`config.mk`:
```
export PLATFORM = sky130hd
export DESIGN_NAME = btb_assoc
export DESIGN_NICKNAME = d
export VERILOG_FILES = /design/src/rtl/btb_assoc.sv
export SDC_FILE = /design/constraint.sdc
export NUM_CORES = 2
export LEC_CHECK = 0
export CAP_MARGIN = 5
export CORE_MARGIN = 2
export CORE_UTILIZATION = 56
export DETAILED_ROUTE_END_ITERATION = 10
export GPL_TIMING_DRIVEN = 0
export PLACE_DENSITY = 0.76
export SYNTH_ARGS = -nofsm -noshare
export SYNTH_HDL_FRONTEND = slang
export SYNTH_SLANG_ARGS = --single-unit
```
`constraint.sdc`:
```
create_clock -name clk -period 6.7 [get_ports clk]
set_clock_uncertainty 0.05 [all_clocks]
set_input_delay 1.675 -clock clk [delete_from_list [all_inputs] [get_ports clk]]
set_output_delay 1.675 -clock clk [all_outputs]
set_load 0.01 [all_outputs]
```
`src/rtl/btb_assoc.sv`:
```
// Fully associative branch target buffer with 2-bit direction counters.
// Lookup is combinational; allocation fills the lowest free slot, else round-robin.
module btb_assoc #(
  parameter int ENTRIES = 16,
  parameter int ADDR_W  = 32
) (
  input  logic              clk,
  input  logic              rst,
  input  logic              flush,
  input  logic [ADDR_W-1:0] lookup_addr,
  output logic              hit,
  output logic              predict_taken,
  output logic [ADDR_W-1:0] target,
  input  logic              update,
  input  logic [ADDR_W-1:0] update_addr,
  input  logic              update_taken,
  input  logic [ADDR_W-1:0] update_target
);

  localparam int IDX_W = (ENTRIES > 1) ? $clog2(ENTRIES) : 1;

  logic              valid_q [ENTRIES];
  logic [ADDR_W-1:0] tag_q   [ENTRIES];
  logic [ADDR_W-1:0] tgt_q   [ENTRIES];
  logic [1:0]        ctr_q   [ENTRIES];
  logic [IDX_W-1:0]  rr_ptr;

  logic              upd_hit;
  logic [IDX_W-1:0]  upd_idx;
  logic              has_free;
  logic [IDX_W-1:0]  free_idx;
  logic [IDX_W-1:0]  victim;

  // Tags are unique among valid entries, so OR-ing the matches is safe.
  always_comb begin
    hit           = 1'b0;
    predict_taken = 1'b0;
    target        = '0;
    for (int i = 0; i < ENTRIES; i++) begin
      if (valid_q[i] && tag_q[i] == lookup_addr) begin
        hit           = 1'b1;
        predict_taken = ctr_q[i][1];
        target        = tgt_q[i];
      end
    end
  end

  always_comb begin
    upd_hit = 1'b0;
    upd_idx = '0;
    for (int i = 0; i < ENTRIES; i++) begin
      if (valid_q[i] && tag_q[i] == update_addr) begin
        upd_hit = 1'b1;
        upd_idx = i[IDX_W-1:0];
      end
    end
  end

  // Scanning downward leaves the lowest-index invalid entry as the winner.
  always_comb begin
    has_free = 1'b0;
    free_idx = '0;
    for (int i = ENTRIES - 1; i >= 0; i--) begin
      if (!valid_q[i]) begin
        has_free = 1'b1;
        free_idx = i[IDX_W-1:0];
      end
    end
  end

  assign victim = has_free ? free_idx : rr_ptr;

  always_ff @(posedge clk) begin
    if (rst) begin
      for (int i = 0; i < ENTRIES; i++) begin
        valid_q[i] <= 1'b0;
        ctr_q[i]   <= 2'b00;
      end
      rr_ptr <= '0;
    end else if (flush) begin
      for (int i = 0; i < ENTRIES; i++) begin
        valid_q[i] <= 1'b0;
      end
      rr_ptr <= '0;
    end else if (update) begin
      if (upd_hit) begin
        if (update_taken) begin
          if (ctr_q[upd_idx] != 2'b11) begin
            ctr_q[upd_idx] <= ctr_q[upd_idx] + 2'b01;
          end
          tgt_q[upd_idx] <= update_target;
        end else if (ctr_q[upd_idx] != 2'b00) begin
          ctr_q[upd_idx] <= ctr_q[upd_idx] - 2'b01;
        end
      end else if (update_taken) begin
        valid_q[victim] <= 1'b1;
        tag_q[victim]   <= update_addr;
        tgt_q[victim]   <= update_target;
        ctr_q[victim]   <= 2'b10;
        // Only a forced replacement consumes the round-robin slot.
        if (!has_free) begin
          rr_ptr <= rr_ptr + 1'b1;
        end
      end
    end
  end

endmodule

```
==> summary.txt <==
Outcome -> complete, but fails checks
Failing checks -> negative setup slack
Leakage -> 22.1 nW
Syn nets -> 4175
Worst vdd ir -> 0.252 mV
Post-route cell area -> 63500 sq um
Period minus WS final -> 7.51 ns
Synth Register Bits -> 1076
Comb pwr share -> 7.8%
Final WS setup -> -0.809 ns
Worst path cell trace -> buf_8 > xnor2_2 > nand4_1 > nor4_4 > nand4_1 > or4_4 > buf_12 > buf_12 > mux2_4 > mux2_4 > mux2_4 > mux2_4 > a221o_1 > mux2i_1 > nor2_1 > a2111oi_4 > o32ai_1 > buf_2
Hold EP -> valid_q[9]
Sw Share -> 24.3%
Setup total negative slack -> -24.40 ns
DRT antenna net count -> 0
Max-cap violations -> 0
Syn_area_per_cell -> 13.0 sq um
First-pass GRT wire length -> 284000 microns
Routed wire length -> 210000 microns
Slowest cell on crit path -> or4_4
Most common cell in the netlist -> edfxtp_1
PD cells -> 238 nW/um^2
GRT Util Overall -> 42.0%
Crit path depth -> 18
First-pass detailed-route iteration total -> 9
CP endpoint kind -> output port
Reg2Reg Launch Point -> tag_q[12][2]
Nets -> 4493
Mapped Cells -> 4073
Final setup vio count -> 61
I/O pin cnt -> 135
CTS tree -> built
Final non-filler cell total -> 5753
Max-slew headroom -> 14.0%
Worst min-delay path class -> reg -> reg
Top cell type's share of synthesized area -> 59.9%
Total power after layout -> 15.1 mW
Vias after detailed routing -> 39572
RSZ-0062 raised after global routing -> true
Cell area after synthesis -> 53000 sq um
Synth-to-layout area growth -> 19.9%
HPWL after DPL -> 130000 microns
Peak Freq -> 133 MHz
Initial antenna violation count -> 11
Final max-slew violation count -> 0
R2R depth -> 16
Power share of the sequential group -> 49.1%
Slowest stage delay, CP -> 0.46 ns
Worst reg2reg endpoint -> ctr_q[14][0]
Clk_lat worst skew -> 0.76 ns
Worst Path Buf+Inv -> 4
Worst hold path depth -> 1
Clock share of power -> 43.1%
RD Place Congestion -> 1.03
Psw -> 3.66 mW
Placed instance area -> 56500 sq um
Buffers added on ports -> 101
Ys async rst share -> 0%
DP Cell Count -> 5461
Clock Sinks -> 1076
Clk slew on worst S/H paths -> 0.06 ns
Crit path launch type -> input port
H-tree Lvls -> 3
CP delay by family, top -> multiplexers
Core box area -> 93600 sq um
Hold Worst Slack -> 0.574 ns
Fillers -> 6529
Post-synth EDFFs -> 1056
Commonest cells in the netlist -> 1056 x edfxtp_1, 532 x xnor2_1, 482 x xor2_1, 262 x nor2_1, 204 x nor4_1
Hold Crit Start -> valid_q[9]
Worst Path Required -> 4.97 ns
GR Overflow Total -> 0
Critical Path AT -> 5.78 ns
WL per Instance -> 36.6 microns
Fraction of layout cells with a size suffix above 1 -> 18.9%
Dominant cell type by area after synthesis -> edfxtp_1
Max Fanout on Critical Path -> 9
Synthesis Warnings -> 0
Die W -> 312 microns
Initial Util -> 56.6%
Fin crit share -> 112%
Worst reg2reg setup slack -> 1.45 ns
Crit Path Class -> in -> out
Vias in the first global route -> 37479
Worst-Margin Slew -> 1.28 ns
Most frequent CP cell -> mux2_4
Clock Tree Buf Depth -> 3
DR iter-0 viols -> 7075
Internal -> 11.4 mW
Synth area leaders -> edfxtp_1 60%, xnor2_1 8.8%, xor2_1 8.0%
CTS Buf Count -> 110
Site Rows -> 112
Most used DFF post-synth -> edfxtp_1
Pre-CTS WS -> -3.27 ns
Final hold viol count -> 0
Distinct cells, synth -> 86
Hold-fix buffers, CTS -> 0
DIE AREA -> 97100 sq um
Largest net degree at the start of global routing -> 34
# DRC -> 0
Sequential-to-total area share from yosys stat -> 60.6%
Fin util -> 67.8%
Via density -> 6.88
Clock Tree Root -> clkbuf_16
Die height -> 312 microns
## layout make-up
| type | count | area [sq um] | share of cell area (%) |
|---|---|---|---|
| Inverter | 132 | 495 | 0.780 |
| Clock buffer | 124 | 2840 | 4.47 |
| Multi-Input combinational cell | 2634 | 21100 | 33.3 |
| Antenna cell | 12 | 30.0 | 0.0473 |
| Clock inverter | 84 | 970 | 1.53 |
| Buffer | 223 | 2170 | 3.41 |
| Sequential cell | 1076 | 32100 | 50.6 |
| Timing Repair Buffer | 214 | 2200 | 3.47 |
| Tap cell | 1254 | 1570 | 2.47 |
## per-layer routing
layer / global-route usage (%) / vias up / wire length, microns
met1: 51.8 / 19205 / 70100
met4: 30.5 / 4 / 18700
li1: - / 15738 / -
met3: 12.5 / 972 / 30200
met5: 0 / - / 118
met2: 63.2 / 3653 / 91300
## how the worst max path moves through the flow
stage,from,endpoint,slack (ns)
4_1_cts,lookup_addr[12],target[9],-0.87
6_report,lookup_addr[28],target[22],-0.81
3_5_place_dp,lookup_addr[17],target[1],-3.27
3_3_place_gp,update_addr[22],tgt_q[1][5],-6.07
5_1_grt,lookup_addr[25],target[12],-0.93
2_1_floorplan,update_addr[11],tgt_q[6][0],-0.05
## registers in the layout (all words and copies together), names as in the netlist
signal and flops:
tag_q 512, rr_ptr 4, tgt_q 512, ctr_q 32, valid_q 16
## cells in the final DEF (no fill, tap or decap), types with 18 or more instances in the layout
cell / instances
edfxtp_1: 1056
xnor2_1: 519
xor2_1: 482
nor2_1: 221
nor4_1: 186
nand4_1: 169
clkbuf_16: 130
inv_1: 130
nand3_1: 126
buf_4: 117
mux2_4: 102
o21ai_0: 79
nand2_1: 77
clkbuf_1: 53
nor3_1: 45
buf_12: 44
a21oi_1: 44
buf_2: 44
nand2b_1: 43
buf_6: 40
nor2_4: 39
a21boi_0: 39
mux2i_1: 37
clkbuf_4: 35
clkdlybuf4s50_1: 35
a221o_1: 31
mux2_2: 29
clkinv_2: 26
a2111oi_4: 22
or4_1: 22
clkbuf_2: 21
clkinv_1: 21
dfxtp_1: 20
nand4b_1: 18
a21o_1: 18
## worst register-to-register path, stage by stage, from the launching register on
cell and delay (ns):
edfxtp_1 0.42, xnor2_1 0.32, nand4b_1 0.12, or4b_1 0.50, or4_1 0.74, o21ai_2 0.25, nor2_1 0.08, a211o_1 0.31
buf_2 0.20, nand4_1 0.10, o21ai_1 0.07, or4_1 0.54, nor2_2 0.22, nor2_1 0.09, or3b_1 0.43, clkbuf_1 0.27
a31o_1 0.28
## repair_timing
item,4_1_cts,5_1_grt
gates resized for setup,706,134
setup buffers,36,42
pin swaps,99,60
cloned,4,5
setup endpoints to repair,1142,910
## cells by family (layout without fill, tap and decap cells)
logic type | after synthesis | after routing | share of synthesized area [%]
other cells | 0 | 12 | 0
xor+xnor | 1015 | 1015 | 16.8
buf+inv | 369 | 777 | 2.94
flops | 1076 | 1076 | 60.6
fa+ha+maj | 1 | 1 | 0.0236
simple gates | 1082 | 1088 | 11.2
mux | 175 | 175 | 3.62
compound gates | 355 | 355 | 4.85
## power groups by stage
stage                     Combinational (mW)  Sequential [mW]  Clock (mW)
after floorplan                        0.475             7.55           0
after global placement                  1.00             7.56           0
after detailed placement                1.01             7.56           0
after CTS                               1.08             7.42        6.46
after global routing                    1.15             7.41        6.71
final                                   1.17             7.42        6.50
Power figures use the tool's default switching activity.
